$ cat config.mk
export PLATFORM = sky130hd
export DESIGN_NAME = motor_sequencer
export DESIGN_NICKNAME = d
export VERILOG_FILES = /design/src/rtl/motor_sequencer.sv
export SDC_FILE = /design/constraint.sdc
export NUM_CORES = 1
export LEC_CHECK = 0
export CAP_MARGIN = 25
export CELL_PAD_IN_SITES_DETAIL_PLACEMENT = 0
export CELL_PAD_IN_SITES_GLOBAL_PLACEMENT = 1
export CORE_ASPECT_RATIO = 0.5
export CORE_UTILIZATION = 40
export CTS_BUF_LIST = sky130_fd_sc_hd__clkbuf_16
export CTS_CLUSTER_DIAMETER = 150
export CTS_CLUSTER_SIZE = 28
export DETAILED_ROUTE_END_ITERATION = 7
export PLACE_DENSITY_LB_ADDON = 0.1
export REMOVE_ABC_BUFFERS = 1
export SLEW_MARGIN = 40
export SYNTH_ARGS = -nofsm -noshare
export SYNTH_HDL_FRONTEND = slang
export SYNTH_SLANG_ARGS = --single-unit
$ cat constraint.sdc
create_clock -name clk -period 3.8 [get_ports clk]
set_input_delay 0.38 -clock clk [delete_from_list [all_inputs] [get_ports clk]]
set_output_delay 0.38 -clock clk [all_outputs]
set_load 0.05 [all_outputs]
$ cat src/rtl/motor_sequencer.sv
// Dual H-bridge sequencer: every change of drive command passes through a
// coast (all-zero) dead interval before the new bridge pattern is applied.
module motor_sequencer #(
   parameter int DEAD_CYCLES = 25_000,
   parameter int PWM_PERIOD  = 1_000,
   parameter int HALF_DUTY   = 500
) (
   input  logic       clk,
   input  logic       rst_n,
   input  logic [3:0] dir_cmd,
   input  logic       estop,
   output logic       l_in1,
   output logic       l_in2,
   output logic       r_in1,
   output logic       r_in2,
   output logic       busy,
   output logic [1:0] state
);

   localparam int DW = $clog2(DEAD_CYCLES + 1);
   localparam int PW = $clog2(PWM_PERIOD + 1);
   localparam logic [DW-1:0] DEAD_LAST = DW'(DEAD_CYCLES - 1);
   localparam logic [PW-1:0] PWM_LAST  = PW'(PWM_PERIOD - 1);
   localparam logic [PW-1:0] HIGH_CYC  = PW'(HALF_DUTY);
   localparam logic [3:0]    CMD_STOP  = 4'b1111;

   typedef enum logic [1:0] {
      IDLE  = 2'b00,
      DEAD  = 2'b01,
      DRIVE = 2'b10,
      FAULT = 2'b11
   } state_t;

   state_t        st;
   logic [3:0]    cmd_q;
   logic [3:0]    act_cmd;
   logic [DW-1:0] dead_cnt;
   logic [PW-1:0] pwm_cnt;
   logic          pwm;

   assign state = st;
   assign pwm   = (pwm_cnt < HIGH_CYC);

   // {in1, in2} for one motor code
   function automatic logic [1:0] bridge_bits(input logic [1:0] code, input logic p);
      logic [1:0] b;
      case (code)
         2'b00:   b = 2'b10;
         2'b01:   b = {p, 1'b0};
         2'b10:   b = 2'b01;
         default: b = 2'b11;
      endcase
      return b;
   endfunction

   // Free-running so half-speed phase is unaffected by command changes
   always_ff @(posedge clk or negedge rst_n) begin
      if (!rst_n)                 pwm_cnt <= '0;
      else if (pwm_cnt == PWM_LAST) pwm_cnt <= '0;
      else                        pwm_cnt <= pwm_cnt + PW'(1);
   end

   always_ff @(posedge clk or negedge rst_n) begin
      if (!rst_n) cmd_q <= CMD_STOP;
      else        cmd_q <= dir_cmd;
   end

   always_ff @(posedge clk or negedge rst_n) begin
      if (!rst_n) begin
         st       <= IDLE;
         act_cmd  <= CMD_STOP;
         dead_cnt <= '0;
         l_in1    <= 1'b0;
         l_in2    <= 1'b0;
         r_in1    <= 1'b0;
         r_in2    <= 1'b0;
         busy     <= 1'b0;
      end else begin
         // Outputs default to coast; only the DRIVE paths below override them
         l_in1 <= 1'b0;
         l_in2 <= 1'b0;
         r_in1 <= 1'b0;
         r_in2 <= 1'b0;
         busy  <= 1'b0;
         if (estop) begin
            st <= FAULT;
         end else begin
            case (st)
               IDLE: begin
                  if (cmd_q != CMD_STOP) begin
                     st       <= DEAD;
                     act_cmd  <= cmd_q;
                     dead_cnt <= '0;
                     busy     <= 1'b1;
                  end
               end
               DEAD: begin
                  if (cmd_q != act_cmd) begin
                     act_cmd  <= cmd_q;
                     dead_cnt <= '0;
                     busy     <= 1'b1;
                  end else if (dead_cnt == DEAD_LAST) begin
                     st             <= DRIVE;
                     {l_in1, l_in2} <= bridge_bits(act_cmd[3:2], pwm);
                     {r_in1, r_in2} <= bridge_bits(act_cmd[1:0], pwm);
                  end else begin
                     dead_cnt <= dead_cnt + DW'(1);
                     busy     <= 1'b1;
                  end
               end
               DRIVE: begin
                  if (cmd_q != act_cmd) begin
                     st       <= DEAD;
                     act_cmd  <= cmd_q;
                     dead_cnt <= '0;
                     busy     <= 1'b1;
                  end else begin
                     {l_in1, l_in2} <= bridge_bits(act_cmd[3:2], pwm);
                     {r_in1, r_in2} <= bridge_bits(act_cmd[1:0], pwm);
                  end
               end
               FAULT: begin
                  if (cmd_q == CMD_STOP) st <= IDLE;
               end
            endcase
         end
      end
   end

endmodule

==> flow_metrics.tcl <==
set metrics [dict create \
    status "complete, no violations" \
    dr.pass1.iters 4 \
    synth_seq_cells 40 \
    max_cap_viol_count 0 \
    yosys.area.top_type "dfrtp_1" \
    gp_congestion 0.784 \
    syn_inst 213 \
    async_reset_ff_frac 1.00 \
    ant_nets 0 \
    ys_types 45 \
    rows 18 \
    cts-resized-gates 0 \
    clockBufferDepth 2 \
    cts_max_level 2 \
    slew_viol_final 0 \
    gr-usage-all-layers 0.169 \
    place_hpwl_mm 2.87 \
    ios 14 \
    required_ns 4.00 \
    synth-seq-area-share 0.478 \
    antenna_found_initial 0 \
    worstPathArrival_ns 2.70 \
    synth.top_cell.area_share 0.379 \
    grt_pass1_vias 1554 \
    via_per_inst 5.30 \
    path_max_fanout 17 \
    grt_pass1_wl_mm 7.22 \
    fin_skew_ns 0.00380 \
    num-nets-final 245 \
    routedWlPerCell_um 13.9 \
    timing.setup.tns_ns 0 \
    area_growth_pct 17.8 \
    crit_type "register to register" \
    cts_tree "done" \
    power.density_mw_per_mm2 564 \
    worstSkewPairLatency_ns 0.28 \
    core_mm2 0.00500 \
    yosysWarnings 0 \
    synth_area_per_cell_um2 9.93 \
    finalCriticalPeriod_ns 2.50 \
    p_leak_uw 0.000971 \
    cts_made_buffers 5 \
    totalWireLength_mm 4.18 \
    synth_ff_type "dfrtp_1" \
    vdd.ir_drop.worst_v 0.000204 \
    slew_headroom 0.484 \
    post_cts.repair.setup_buffers 0 \
    start_kind "register" \
    hold_path_class "input port to asynchronous set/reset pin" \
    ys_top_cells_by_count "32 x dfrtp_1, 27 x nor2_1, 15 x nand2_1" \
    io_buffers 13 \
    syn_area_mm2 0.00211 \
    path_clk_slew_ns 0.06 \
    drive_gt1_frac 0.142 \
    grt_max_degree 41 \
    cts-root-buf "clkbuf_16" \
    initial_core_util 0.423 \
    postCtsHoldBufs 0 \
    finalSetupViolCount 0 \
    fp.dieArea_mm2 0.00560 \
    cts.sinks 40 \
    end_kind "register" \
    whs_ns 0.0661 \
    route.detailed.drc 0 \
    ys_top_cells_by_area "dfrtp_1 38%, dfstp_2 9.9%, nor2_1 4.8%" \
    r2r.worst_path.cells 7 \
    vias 1601 \
    fmaxAchievable_ghz 0.399 \
    drt_iter0_markers 37 \
    grt-ovfl-total 0 \
    die_x_um 105 \
    synth_edf_count 0 \
    die_y_um 53.4 \
    antennaDiodeCount 0 \
    rsz0062_at_grt "no" \
    period_share 0.659 \
    worst_pin_slew_ns 0.768 \
    hold_viol_final 0 \
    yosysMostFrequentCell "dfrtp_1" \
]
==> area by class of cell <==
cell class,instances,area (um2)
clock buffer,5,125
clock inverter,3,47.5
fill,461,2510
inverter,12,45.0
multi-input combinational,158,1040
sequential,40,1010
tap,70,87.6
timing repair buffer,14,135
==> cell families (layout without fill, tap and decap cells) <==
group                      count (synthesis)  in the layout  share of synthesized area
adders and majority gates                  7              7                     0.0414
AOI/OAI and AO/OA                         49             49                      0.166
xor gates and xnor gates                  10             10                     0.0414
muxes                                      5              5                     0.0266
DFF                                       40             40                      0.478
buffers and inverters                     15             34                     0.0308
and+or+nand+nor                           87             87                      0.216
==> report_power, final <==
| group | internal, uW | switching (uW) |
|---|---|---|
| registers | 483 | 44.5 |
| logic | 166 | 231 |
| clock network | 312 | 168 |
==> metrics by stage <==
| stage | util | cell area, um2 | cells | worst slack (ns) | power [uW] |
|---|---|---|---|---|---|
| floorplan | - | 2090 | 210 | 1.26 | 825 |
| finish | 0.498 | 2490 | 302 | 1.30 | 1400 |
| global route | 0.498 | 2490 | 302 | 1.05 | 1480 |
| CTS | 0.498 | 2490 | 302 | 1.27 | 1420 |
| global placement | 0.463 | 2310 | 294 | 1.20 | 930 |
| detailed placement | 0.463 | 2320 | 294 | 1.16 | 930 |
==> sequential cells by signal (all words and copies together) (netlist names) <==
signal and count:
busy 1, pwm_cnt 10, r_in1 1, r_in2 1, state 2, l_in2 1
dead_cnt 15, l_in1 1, act_cmd 4, cmd_q 4
==> path summary, 6_finish.rpt <==
path	slack (ns)	startpoint	end
setup reg to reg	1.30	state[1]$_DFFE_PN0P_	dead_cnt[2]$_DFFE_PN0P_
hold reg to reg	0.46	pwm_cnt[0]$_DFF_PN0_	pwm_cnt[0]$_DFF_PN0_
hold / removal	0.07	rst_n	l_in2$_DFF_PN0_
setup / recovery	1.30	state[1]$_DFFE_PN0P_	dead_cnt[2]$_DFFE_PN0P_
max in group asynchronous	3.37	rst_n	cmd_q[1]$_DFF_PN1_
min in group clk	0.46	pwm_cnt[0]$_DFF_PN0_	pwm_cnt[0]$_DFF_PN0_
==> per-layer routing <==
layer	GRT usage	vias up	share of wire
li1	-	807	-
met1	0.217	766	0.50
met2	0.285	23	0.45
met3	0.0419	5	0.039
met4	0.0516	0	0.0065
met5	0	-	0
==> critical path, stage by stage, from the launching register on <==
cell and delay (ns):
dfrtp_1 0.44, inv_1 0.10, ha_1 0.25, or3b_2 0.47, or4_4 0.46, a22oi_4 0.46
o21ai_0 0.16, o21ai_0 0.09
==> cell usage in the layout (no fill, tap or decap), types with 2 or more instances in the layout <==
cell and count:
a211oi_1 6, buf_4 2, inv_1 11, nor3_1 7, dfrtp_1 32, nand2_1 15, nand4_1 4, nand3_1 11
or3_1 7, o21ai_2 3, or4b_1 2, o41ai_1 3, o21ai_1 7, clkdlybuf4s50_1 12, ha_1 7, clkbuf_16 5
o21ai_0 10, xnor2_1 7, a21oi_1 9, o31ai_1 3, clkinv_4 2, nor2b_1 2, nor2_1 27, mux2_2 5
dfstp_2 8, xor2_1 3, nand3b_1 2
(Power assumes the default switching activity.)
